### config.mk
export PLATFORM = sky130hd
export DESIGN_NAME = bound_flasher_ctrl_flat
export DESIGN_NICKNAME = d
export VERILOG_FILES = /design/src/rtl/bound_flasher_ctrl_if.sv /design/src/rtl/bound_flasher_ctrl.sv /design/src/flat_wrapper.sv
export SDC_FILE = /design/constraint.sdc
export NUM_CORES = 1
export LEC_CHECK = 0
export BUFFER_PORTS_ARGS = -buffer_cell sky130_fd_sc_hd__buf_4
export CAP_MARGIN = 20
export CORE_MARGIN = 8
export CORE_UTILIZATION = 54
export CTS_CLUSTER_DIAMETER = 80
export DETAILED_ROUTE_END_ITERATION = 6
export PLACE_DENSITY = 0.8
export REMOVE_ABC_BUFFERS = 1
export SLEW_MARGIN = 10
export SYNTH_ARGS = -nofsm -noshare
export SYNTH_HDL_FRONTEND = slang
export SYNTH_SLANG_ARGS = --single-unit
### constraint.sdc
create_clock -name clk -period 3.4 [get_ports clk]
set_input_delay 0.34 -clock clk [delete_from_list [all_inputs] [get_ports clk]]
set_output_delay 0.34 -clock clk [all_outputs]
set_load 0.03 [all_outputs]
### src/rtl/bound_flasher_ctrl_if.sv
// Flasher control bundle: flick/pause requests in, lamp count and status out.
// The pause wire exists only when BF_CTRL_PAUSE_EN is defined.
interface bound_flasher_ctrl_if #(
  parameter int N_LAMPS = 16,
  parameter int CW      = $clog2(N_LAMPS + 1)
);
  logic               flick;
`ifdef BF_CTRL_PAUSE_EN
  logic               pause;
`endif
  logic [CW-1:0]      counter;
  logic [N_LAMPS-1:0] lamps;
  logic [2:0]         state;
  logic               busy;
  logic               done;

  modport master (
`ifdef BF_CTRL_PAUSE_EN
    output pause,
`endif
    output flick,
    input  counter,
    input  lamps,
    input  state,
    input  busy,
    input  done
  );

  modport slave (
`ifdef BF_CTRL_PAUSE_EN
    input  pause,
`endif
    input  flick,
    output counter,
    output lamps,
    output state,
    output busy,
    output done
  );
endinterface

### src/rtl/bound_flasher_ctrl.sv
// Bound flasher: three up/down ramps with flick-triggered kickback descents.
// Optional step freeze input enabled by defining BF_CTRL_PAUSE_EN.
module bound_flasher_ctrl #(
  parameter int N_LAMPS  = 16,
  parameter int MID_LO   = 5,
  parameter int MID_HI   = 10,
  parameter int STEP_DIV = 1
) (
  input logic                 clk,
  input logic                 rst,
  bound_flasher_ctrl_if.slave bus
);
  localparam int CW = $clog2(N_LAMPS + 1);
  localparam int PW = (STEP_DIV > 1) ? $clog2(STEP_DIV) : 1;

  localparam logic [2:0] IDLE = 3'd0;
  localparam logic [2:0] UP_A = 3'd1;
  localparam logic [2:0] DN_A = 3'd2;
  localparam logic [2:0] UP_B = 3'd3;
  localparam logic [2:0] DN_B = 3'd4;
  localparam logic [2:0] UP_C = 3'd5;
  localparam logic [2:0] DN_C = 3'd6;
  localparam logic [2:0] KB   = 3'd7;

  localparam logic [CW-1:0] LO   = CW'(MID_LO);
  localparam logic [CW-1:0] HI   = CW'(MID_HI);
  localparam logic [CW-1:0] TOP  = CW'(N_LAMPS);
  localparam logic [PW-1:0] PMAX = PW'(STEP_DIV - 1);

  logic [2:0]    state;
  logic [2:0]    state_n;
  logic [CW-1:0] counter;
  logic [CW-1:0] counter_n;
  logic [PW-1:0] presc;
  logic [PW-1:0] presc_n;
  logic          done;
  logic          done_n;
  logic [2:0]    ret_state;
  logic [2:0]    ret_state_n;
  logic [CW-1:0] ret_floor;
  logic [CW-1:0] ret_floor_n;

  logic          hold;
  logic          busy;
  logic          tick;
  logic          kick;
  logic          is_idle;
  logic          is_up;
  logic          is_dn;
  logic          is_kb;
  logic [CW-1:0] up_tgt;
  logic [CW-1:0] up_floor;
  logic [CW-1:0] dn_tgt;
  logic [2:0]    adv;

`ifdef BF_CTRL_PAUSE_EN
  assign hold = bus.pause;
`else
  assign hold = 1'b0;
`endif

  assign busy = (state != IDLE);
  assign tick = busy && !hold && (presc == PMAX);

  assign is_idle = (state == IDLE);
  assign is_kb   = (state == KB);
  assign is_up   = (state == UP_A) || (state == UP_B) || (state == UP_C);
  assign is_dn   = (state == DN_A) || (state == DN_B) || (state == DN_C);

  always_comb begin
    up_tgt   = TOP;
    up_floor = '0;
    dn_tgt   = '0;
    adv      = IDLE;
    unique case (state)
      UP_A: begin
        up_tgt = HI;
        adv    = DN_A;
      end
      UP_B: adv = DN_B;
      UP_C: begin
        up_floor = LO;
        adv      = DN_C;
      end
      DN_A: adv = UP_B;
      DN_B: begin
        dn_tgt = LO;
        adv    = UP_C;
      end
      default: adv = IDLE;
    endcase
  end

  // Kickback only from a mid point that is above the current ramp's floor.
  assign kick = bus.flick
             && ((counter == LO) || (counter == HI))
             && (counter != up_floor);

  always_comb begin
    if (!busy)
      presc_n = '0;
    else if (hold)
      presc_n = presc;
    else if (presc == PMAX)
      presc_n = '0;
    else
      presc_n = presc + 1'b1;
  end

  always_comb begin
    state_n     = state;
    counter_n   = counter;
    ret_state_n = ret_state;
    ret_floor_n = ret_floor;
    done_n      = 1'b0;
    unique case (1'b1)
      is_idle: begin
        if (bus.flick && !hold)
          state_n = UP_A;
      end
      is_up: begin
        if (tick && kick) begin
          ret_state_n = state;
          ret_floor_n = up_floor;
          state_n     = KB;
          counter_n   = counter - 1'b1;
        end else if (tick && counter != TOP) begin
          counter_n = counter + 1'b1;
          if (counter_n == up_tgt)
            state_n = adv;
        end
      end
      is_dn: begin
        if (tick && counter != '0) begin
          counter_n = counter - 1'b1;
          if (counter_n == dn_tgt) begin
            state_n = adv;
            done_n  = (state == DN_C);
          end
        end
      end
      is_kb: begin
        if (tick) begin
          if (counter == ret_floor) begin
            state_n = ret_state;
          end else begin
            counter_n = counter - 1'b1;
            if (counter_n == ret_floor)
              state_n = ret_state;
          end
        end
      end
    endcase
  end

  always_ff @(posedge clk) begin
    if (rst) begin
      state     <= IDLE;
      counter   <= '0;
      presc     <= '0;
      done      <= 1'b0;
      ret_state <= IDLE;
      ret_floor <= '0;
    end else begin
      state     <= state_n;
      counter   <= counter_n;
      presc     <= presc_n;
      done      <= done_n;
      ret_state <= ret_state_n;
      ret_floor <= ret_floor_n;
    end
  end

  assign bus.counter = counter;
  assign bus.state   = state;
  assign bus.busy    = busy;
  assign bus.done    = done;

  for (genvar i = 0; i < N_LAMPS; i++) begin : g_lamp
    assign bus.lamps[i] = (CW'(i) < counter);
  end
endmodule

### src/flat_wrapper.sv
// flat-port wrapper written by rule: the top's interface ports become plain ports
module bound_flasher_ctrl_flat 
#(
  parameter int N_LAMPS  = 16,
  parameter int MID_LO   = 5,
  parameter int MID_HI   = 10,
  parameter int STEP_DIV = 1
)
  (clk, rst, bus_flick, bus_counter, bus_lamps, bus_state, bus_busy, bus_done);
  bound_flasher_ctrl_if #(.N_LAMPS(N_LAMPS)) bus_i ();
  input logic clk;
  input logic rst;
  input wire logic [$bits(bus_i.flick)-1:0] bus_flick;
  output wire logic [$bits(bus_i.counter)-1:0] bus_counter;
  output wire logic [$bits(bus_i.lamps)-1:0] bus_lamps;
  output wire logic [$bits(bus_i.state)-1:0] bus_state;
  output wire logic [$bits(bus_i.busy)-1:0] bus_busy;
  output wire logic [$bits(bus_i.done)-1:0] bus_done;
  assign bus_i.flick = bus_flick;
  assign bus_counter = bus_i.counter;
  assign bus_lamps = bus_i.lamps;
  assign bus_state = bus_i.state;
  assign bus_busy = bus_i.busy;
  assign bus_done = bus_i.done;
  bound_flasher_ctrl #(.N_LAMPS(N_LAMPS), .MID_LO(MID_LO), .MID_HI(MID_HI), .STEP_DIV(STEP_DIV)) u_core (.clk(clk), .rst(rst), .bus(bus_i));
endmodule
Word-level counts from Yosys, hierarchy flattened
Cells that the tools add are included.
{"block": "op_classes", "add_sub_neg": 3, "magnitude_cmp": 16, "n_eq_ne": 23, "n_mux": 20, "bitwise_logic": 5, "reduce_logical": 20}
{"op": "4-bit by 5-bit less-than comparator with 1-bit output (first input constant)", "n": 8}
{"op": "3-bit two-way mux", "n": 11}
{"op": "5-bit two-way mux", "n": 6}
{"op": "3-bit by 5-bit less-than comparator with 1-bit output (first input constant)", "n": 4}
{"op": "5-bit == test", "n": 3}
{"op": "3-bit case mux with 5 select lines", "n": 1}
{"op": "5-bit case mux with 3 select lines", "n": 1}
{"op": "3-bit == test (second input constant)", "n": 4}
{"op": "3-bit case mux with 4 select lines", "n": 1}
{"op": "1-bit by 5-bit less-than comparator with 1-bit output (first input constant)", "n": 2}
{"op": "2-bit by 5-bit less-than comparator with 1-bit output (first input constant)", "n": 2}
{"op": "3-bit != test (second input constant)", "n": 3}
{"op": "2-bit != test (second input constant)", "n": 4}
{"op": "7-bit AND reduction", "n": 1}
{"op": "3-bit by 2-bit == test with 1-bit output (second input constant)", "n": 2}
{"op": "1-bit logical AND", "n": 6}
{"op": "3-bit nonzero test", "n": 2}
{"op": "5-bit by 1-bit adder with 5-bit output (second input constant)", "n": 1}
{"op": "5-bit by 3-bit == test with 1-bit output", "n": 1}
{"op": "5-bit by 3-bit == test with 1-bit output (second input constant)", "n": 1}
{"op": "5-bit by 4-bit == test with 1-bit output (second input constant)", "n": 1}
{"op": "1-bit logical OR", "n": 5}
{"op": "5-bit by 3-bit != test with 1-bit output", "n": 1}
{"op": "5-bit != test (second input constant)", "n": 1}
{"op": "11 further kinds", "n": 15}
{"block": "totals", "regBits": 18, "word_cells": 93}

Logic depth before layout (Yosys ltp)
Gate-level depths: netlist of run 1.
{"block": "depth", "word_depth": 7, "ltp_mapped": 10}

Least setup slack after synthesis of run 1
Ideal clock, no wire load.
{"block": "synth_path", "path_kind": "flip-flop to flip-flop", "start": "register u_core.counter[0], in the netlist u_core.bus.counter[0]", "end": "register u_core.counter[3], in the netlist u_core.bus.counter[3]", "setup_time_ns": 0.071, "t_arrival_ns": 2.670, "t_required_ns": 3.329, "setup_slack_ns": 0.659, "stages_incl_launch_ff": 11, "path_buffers": 2, "period_less_slack_ns": 2.741, "cell_sequence": "dfxtp_1 -> clkbuf_1 -> buf_2 -> inv_1 -> ha_1 -> and3b_1 -> o211a_1 -> a21o_4 -> mux2_4 -> or3_1 -> a21oi_1"}
{"block": "synth_via", "elab_chain_len": 7}
{"element": "start: declaration", "line_no": "bound_flasher_ctrl.sv:32", "rtl": "logic [CW-1:0] counter;"}
{"element": "start signal: assignment", "line_no": "bound_flasher_ctrl.sv:166", "rtl": "counter <= counter_n;"}
{"element": "parallel branches: the longest is 7 deep, another holds 5-bit by 1-bit subtractor with 5-bit output"}
Parallel ways; which one is timed is not known. The select of a mux whose other input is x is not followed.
A chain may end at the register's enable or synchronous reset.

Worst setup path after layout of run 1
{"block": "layout_path", "start": "register u_core.counter[1], in the netlist u_core.bus.counter[1]", "end": "register u_core.state[0], in the netlist u_core.bus.state[0]"}
{"block": "layout_via", "elab_chain_len": 7}
{"element": "parallel branches: the longest is 7 deep, another holds 5-bit by 1-bit adder with 5-bit output"}
{"element": "end signal: assignment", "line_no": "bound_flasher_ctrl.sv:165", "rtl": "state <= state_n;"}
{"element": "end: declaration", "line_no": "bound_flasher_ctrl.sv:30", "rtl": "logic [2:0] state;"}
Parallel ways; which one is timed is not known. The select of a mux whose other input is x is not followed.

==> impl_results.md, run 1 <==
* Status: completed
* Area of the mapped netlist at approximately 1300 sq um
* Power Density at 540 nW/um^2
* Top cell type's share of synthesized area at 21.0%
* GRT overflow at 0
* Critical path arrival at roughly 2800 ps
* Post-synth top area cell: dfxtp_1
* FF+latch count, synth at 14
* Crit path time final at approximately 2600 ps
* Clk slew on worst S/H paths at approximately 80 ps
* Reg2reg start: u_core.bus.counter[1]
* Final core utilization at around 63%
* Vias in the first global route at 1284
* Nets at 200
* First-pass GRT wire length at between 6000 and 7000 microns
* EDFF count, synth at 0
* Hold Violations, Final at 0
* Warnings, synthesis at 0
* DR vias at approximately 1400
* Synth top area cells: dfxtp_1 21%, ha_1 4.7%, nor2_1 4.2%
* Met2 Use GR at ~30%
* Synth-to-Final Area Change at 14.4%
* Final antenna-violating net count at 0
* Worst R2R End: u_core.bus.state[0]
* WHS Endpoint: u_core.bus.counter[2]
* Fin crit share at between 70% and 80%
* Die H at about 66 microns
* Worst Hold Class: in -> reg
* CTS tree: built
* Synth async-reset ratio at 0%
* Register area share after synthesis at a little over a fifth
* Top Ports at 29
* WL per Instance at roughly 16 microns
* Placed Cells at between 200 and 250
* Initial Util at 55.5%
* ANT cells at 0
* CORE AREA at between 2000 and 2500 sq um
* Avg Synthesized Cell Area at approximately 7.6 sq um
* Actual slew at the worst max-slew pin at 855 ps
* DRC viols at 0
* M3 GR Usage at between 4 and 5%
* Most used routing layer in global routing: met2
* IO buf count at 28
* HP Start: rst
* Detailed Place HPWL at 2540 microns
* Sink Count at 14
* Largest net degree at the start of global routing at 29
* Post-synthesis instance total at 175
* First-pass detailed-route iteration total at 4
* Initial antenna violation count at 0
* CP max FO at 16
* Startpoint Class: flop
* Placer's final routability congestion estimate at 0.865
* Routed WL at 3510 microns
* Met1 GRT Util at approximately a fifth
* Root Driver: clkbuf_4
* Layout cells sized above 1 at 21.6%
* Iteration-0 DRC Markers at 97
* Die area at 4320 sq um
* Worst path required time at ~3600 ps
* Row cnt at 18
* Buffer count from post-CTS setup fixing at 0
* Crit end category: flop
* Slew Viols, Final at 0
* Die Wd at ~66 microns
* LEAKAGE at 0.727 nW
* Worst Setup Path Type: reg -> reg
* RSZ-0062 raised after global routing: no
* Clock Latency Late Sink at between 200 and 300 ps
* F_max at between 300 and 400 MHz
* Final setup vio count at 0
* TritonCTS buffer count at 3
* Setup tns final at 0 ps
* Post-CTS Resized at 0
* Synth unique cells at 59
* Vias per Instance at a little over 6
* Final instance count without filler cells at between 200 and 250
* R2r setup slk at about 810 ps
* Htree depth at 1
* Clock Skew at 3.50 ps
* Hold_buf cts at 0
* Total GRT Usage at around 17%
* Synth Flop Type: dfxtp_1
* Post-place setup slack at 876 ps
* Hold Path Cell Cnt at 2
* PnR worst setup slack at 807 ps
* Deepest clock path buffer count at 2
* # Max-Cap Violations at 0
* Relative slew slack at 42.9%
* Reg2Reg Depth at 8
* VDD IR max at between 0.0003 and 0.0004 V
## metal layers
metal	vias up	part of all wire (%)
met4	0	0.91
li1	671	-
met1	650	43
met2	46	51
met5	-	0
met3	4	5.7
## how the worst max path moves through the flow
stage	from	end	slack, ps	cells after the start
after CTS	u_core.bus.counter[2]	u_core.bus.counter[3]	850	6
final	u_core.bus.counter[1]	u_core.bus.state[0]	810	8
after detailed placement	u_core.bus.counter[2]	u_core.bus.counter[3]	880	6
after global routing	u_core.bus.counter[1]	u_core.bus.state[0]	540	8
after global placement	u_core.bus.counter[2]	u_core.bus.counter[3]	920	6
after floorplan	u_core.bus.counter[0]	u_core.bus.counter[3]	700	8
## area by class of cell
type | count | area, sq um
Multi-Input combinational cell | 135 | 937
Fill cell | 212 | 881
Sequential cell | 14 | 280
Timing Repair Buffer | 29 | 218
Tap cell | 30 | 37.5
Inverter | 9 | 33.8
Clock buffer | 3 | 22.5
## where the power goes
group | switching, mW | leakage [nW] | internal [mW]
combinational | 0.290 | 0.599 | 0.198
sequential | 0.0618 | 0.114 | 0.180
clock | 0.0534 | 0.0138 | 0.0411
## cell families after synthesis
| group | count (synthesis) | synth area share, % |
|---|---|---|
| other | 1 | 0.281 |
| flip-flops | 14 | 21.0 |
| AND/OR/NAND/NOR | 65 | 28.3 |
| XOR/XNOR | 5 | 3.28 |
| buffers and inverters | 26 | 8.89 |
| AO/OA/AOI/OAI | 53 | 28.7 |
| adder cells (fa/ha/maj) | 6 | 5.43 |
| multiplexers | 5 | 4.12 |
## stage by stage
stage | area [sq um] | hold WS (ps) | power (mW)
floorplan | 1250 | 409 | 0.577
global placement | 1510 | 445 | 0.718
detailed placement | 1510 | 452 | 0.730
CTS | 1530 | 328 | 0.824
global route | 1530 | 328 | 0.887
finish | 1530 | 335 | 0.825
## critical path: stages, from the launching register on
cell	delay, ps
dfxtp_1	630
inv_1	180
ha_1	290
xnor2_1	370
nand3_1	130
a21boi_0	140
o21ai_1	230
nand4_1	140
a221o_1	370
## placed cells by master, fill, tap and decap left out, types with 2 or more instances in the layout
cell | synthesis | routed
buf_4 | 1 | 29
nor2_1 | 15 | 15
dfxtp_1 | 14 | 14
inv_1 | 8 | 8
nand2_1 | 8 | 8
a21oi_1 | 8 | 8
nor3_1 | 6 | 6
o21ai_0 | 6 | 6
or3_1 | 5 | 5
a21o_1 | 5 | 5
ha_1 | 5 | 5
a21boi_0 | 4 | 4
nor3b_1 | 4 | 4
nand4_1 | 4 | 4
mux2i_1 | 4 | 4
nand3_1 | 3 | 3
nor4bb_1 | 3 | 3
and3_1 | 3 | 3
xor2_1 | 3 | 3
a31oi_1 | 3 | 3
clkbuf_4 | 0 | 3
a31o_2 | 2 | 2
nand2b_1 | 2 | 2
o211ai_1 | 2 | 2
nand3b_1 | 2 | 2
a211oi_1 | 2 | 2
o22ai_1 | 2 | 2
a211o_1 | 2 | 2
and2_1 | 2 | 2
o21ai_1 | 2 | 2
xnor2_1 | 2 | 2
o2111ai_1 | 2 | 2
## cell usage after synthesis (all sizes together), types with 2 or more instances
library cell / instances
a21boi: 4
o211ai: 2
a211o: 2
nor2: 15
nand4: 4
nor3: 6
or3: 6
nor3b: 4
mux2i: 4
a31oi: 3
and3: 3
nand3: 3
nand3b: 2
nand2: 8
nand2b: 2
inv: 9
xnor2: 2
dfxtp: 14
o22ai: 2
ha: 5
a21oi: 8
clkbuf: 12
buf: 5
a21o: 6
a211oi: 2
nor4bb: 3
and2: 2
a31o: 2
xor2: 3
o21ai: 8
o2111ai: 2
## registers in the layout (all words and copies together), names as in the netlist
name and cells:
u_core.bus.counter 5, u_core.ret_state 3, u_core.bus.done 1, u_core.ret_floor 1, u_core.bus.state 3, u_core.presc 1
Power figures use the tool's default switching activity.
==> run 2: changes to the inputs <==
Settings changed: ABC_AREA set to 1, CORE_UTILIZATION 54 to 49, PLACE_DENSITY 0.8 to 0.77.
Clock period 3.4 ns to 2.25 ns, I/O delays scaled along.
==> impl_results.md, run 2 <==
* Initial Util at 50.9% (-4.6 points)
* Crit-path slowest cell: dfxtp_1
* First-pass GRT wire length at 6520 microns (+7.8%)
* Synth top area cells: dfxtp_1 20%, nand2_1 17%, inv_1 8.4%
* FF+latch count, synth at 14 (unchanged)
* Status: completed
* Largest Register: u_core.bus.counter
* Area of the mapped netlist at 1390 sq um (+4.1%)
* Largest register FFs at 5 (unchanged)
* Root Driver: clkbuf_4
* Detailed Place HPWL at 3140 microns (+23%)
* Final instance count without filler cells at 292 (+33%)
* Die Wd at 69.3 microns (+5.4%)
* Startpoint Class: flop
* Worst Setup Path Type: reg -> reg
* PnR worst setup slack at 260 ps (-547 ps)
* Initial antenna violation count at 0 (unchanged)
* Commonest cells after routing, fill and taps aside: 63 x nand2_1, 31 x inv_1, 31 x buf_4
* Hold_buf cts at 0 (unchanged)
* Die H at 69.3 microns (+5.4%)
* DRC viols at 0 (unchanged)
* Final antenna-violating net count at 0 (unchanged)
* FILL cells at 290 (+37%)
* ANT cells at 0 (unchanged)
* F_max at 502 MHz (+30%)
* Register area share after synthesis at 20.1% (-0.83 points)
* Biggest registers after layout: u_core.bus.counter (5), u_core.bus.state (3), u_core.ret_state (3)
* Post-synthesis instance total at 232 (+33%)
* IO buf count at 28 (unchanged)
* Worst path required time at 2450 ps (-1120 ps)
* Critical path arrival at 2190 ps (-580 ps)
* First-pass detailed-route iteration total at 4 (unchanged)
* Placed Cells at 288 (+33%)
* CP max FO at 7 (-9)
* Critical path cell sequence: inv_1 > ha_1 > nand2_1 > nand2_1 > inv_1 > nand2_1 > nand2_1 > nand2_1 > nor2_1 > nor2_1 > nor2_1 > nand4_1 > nand2_1 > nor2_1
* Total GRT Usage at 15.7% (-1.4 points)
* GRT overflow at 0 (unchanged)
* Worst path top cell family by delay: simple AND/OR/NAND/NOR gates
* RSZ-0062 raised after global routing: no
* Largest net degree at the start of global routing at 16 (-45%)
* Crit path time final at 1990 ps (-603 ps)
* Iteration-0 DRC Markers at 127 (+31%)
* Commonest non-fill, non-tap cell in the layout: nand2_1
* Final core utilization at 60.6% (-2.8 points)
* Routed WL at 3820 microns (+9.1%)
* Placed instance area at 1620 sq um (+7.6%)
* Vias per Instance at 5.27 (-15%)
* WL per Instance at 13.1 microns (-18%)
* TritonCTS buffer count at 3 (unchanged)
* Post-place setup slack at 314 ps (-562 ps)
* Nets at 270 (+35%)
* Final setup vio count at 0 (unchanged)
* Vias in the first global route at 1398 (+8.9%)
* Deepest clock path buffer count at 2 (unchanged)
* Post-CTS Resized at 0 (unchanged)
* Warnings, synthesis at 0 (unchanged)
* Avg Synthesized Cell Area at 6.00 sq um (-21%)
* Final Instance Area at 1660 sq um (+8.4%)
* Crit path buf inv count at 2 (+1)
* # Max-Cap Violations at 0 (unchanged)
* Clk slew on worst S/H paths at 100 ps (+20 ps)
* CTS tree: built
* Clock Latency Late Sink at 290 ps (about the same)
* Top Ports at 29 (unchanged)
* Buffer count from post-CTS setup fixing at 0 (unchanged)
* Crit end category: flop
* Count leader, synth: nand2_1
* Placer's final routability congestion estimate at 0.985 (+14%)
* Layout cells sized above 1 at 24.5% (+2.9 points)
* Sink Count at 14 (unchanged)
* Synth Flop Type: dfxtp_1
* Worst Hold Class: in -> reg
* Clock Skew at 6.04 ps (+2.54 ps)
* Htree depth at 1 (unchanged)
* Biggest cell delay along the critical path at 460 ps (-170 ps)
* Synth-to-Final Area Change at 19.2%
* Hold Violations, Final at 0 (unchanged)
* DR vias at 1539 (+12%)
* EDFF count, synth at 0 (unchanged)
* Critical Path Most Common Cell: nand2_1
* Post-synth top cells: 63 x nand2_1, 31 x inv_1, 21 x nand3_1, 20 x nor2_1, 14 x dfxtp_1
* Slew Viols, Final at 0 (unchanged)
* CORE AREA at 2730 sq um (+13%)
* Post-synth top area cell: dfxtp_1
* Top cell type's share of synthesized area at 20.1% (-0.83 points)
* Die area at 4800 sq um (+11%)
* Synth async-reset ratio at 0% (unchanged)
* Row cnt at 19 (+1)
* Fin crit share at 88.5% (+12 points)
* Synth unique cells at 30 (-49%)
-- run 2: cell types whose count changed after synthesis, moves of 6 or more --
cell	change
nand2_1	+55
nand3_1	+18
inv_1	+23
clkbuf_1	-12
nor2_2	+7
nor2_4	+6
-- run 2: metal layers --
| metal | GRT usage (%) | wire (microns) | vias to the layer above |
|---|---|---|---|
| li1 | - | - | 800 |
| met1 | 21.6 | 1860 | 687 |
| met2 | 23.1 | 1650 | 47 |
| met3 | 3.86 | 272 | 5 |
| met4 | 5.01 | 35 | 0 |
| met5 | 0 | 0 | - |
-- run 2: path summary, 6_finish.rpt --
| kind | start | endpoint | slack (ps) | cells after the start |
|---|---|---|---|---|
| max | u_core.bus.counter[0] | u_core.bus.state[0] | 260 | 14 |
| max reg2reg | u_core.bus.counter[0] | u_core.bus.state[0] | 260 | 14 |
| min | rst | u_core.ret_state[1] | 130 | 2 |
| min reg2reg | u_core.ret_state[1] | u_core.ret_state[1] | 470 | 2 |
-- run 2: cell families after synthesis --
kind of cell	synth area share, %
xor gates and xnor gates	0.630
other	0.270
adders and majority gates	4.50
buffers and inverters	13.1
DFF	20.1
AOI/OAI and AO/OA	13.0
and+or+nand+nor	48.3
-- run 2: final cells by class --
type | instances | area, sq um | area share [%]
Tap cell | 31 | 38.8 | 2.34
Clock buffer | 4 | 36.3 | 2.19
Sequential cell | 14 | 280 | 16.9
Timing Repair Buffer | 31 | 233 | 14.0
Inverter | 37 | 141 | 8.53
Multi-Input combinational cell | 175 | 928 | 56.0
-- run 2: through the flow --
step	TNS, ps	hold slack [ps]
finish	0	134
global route	0	126
CTS	0	128
detailed placement	0	448
global placement	0	444
floorplan	-201	294
Power of run 2 is not shown: default switching activity piles up to over one toggle a cycle in this logic, so the estimate is an artifact.
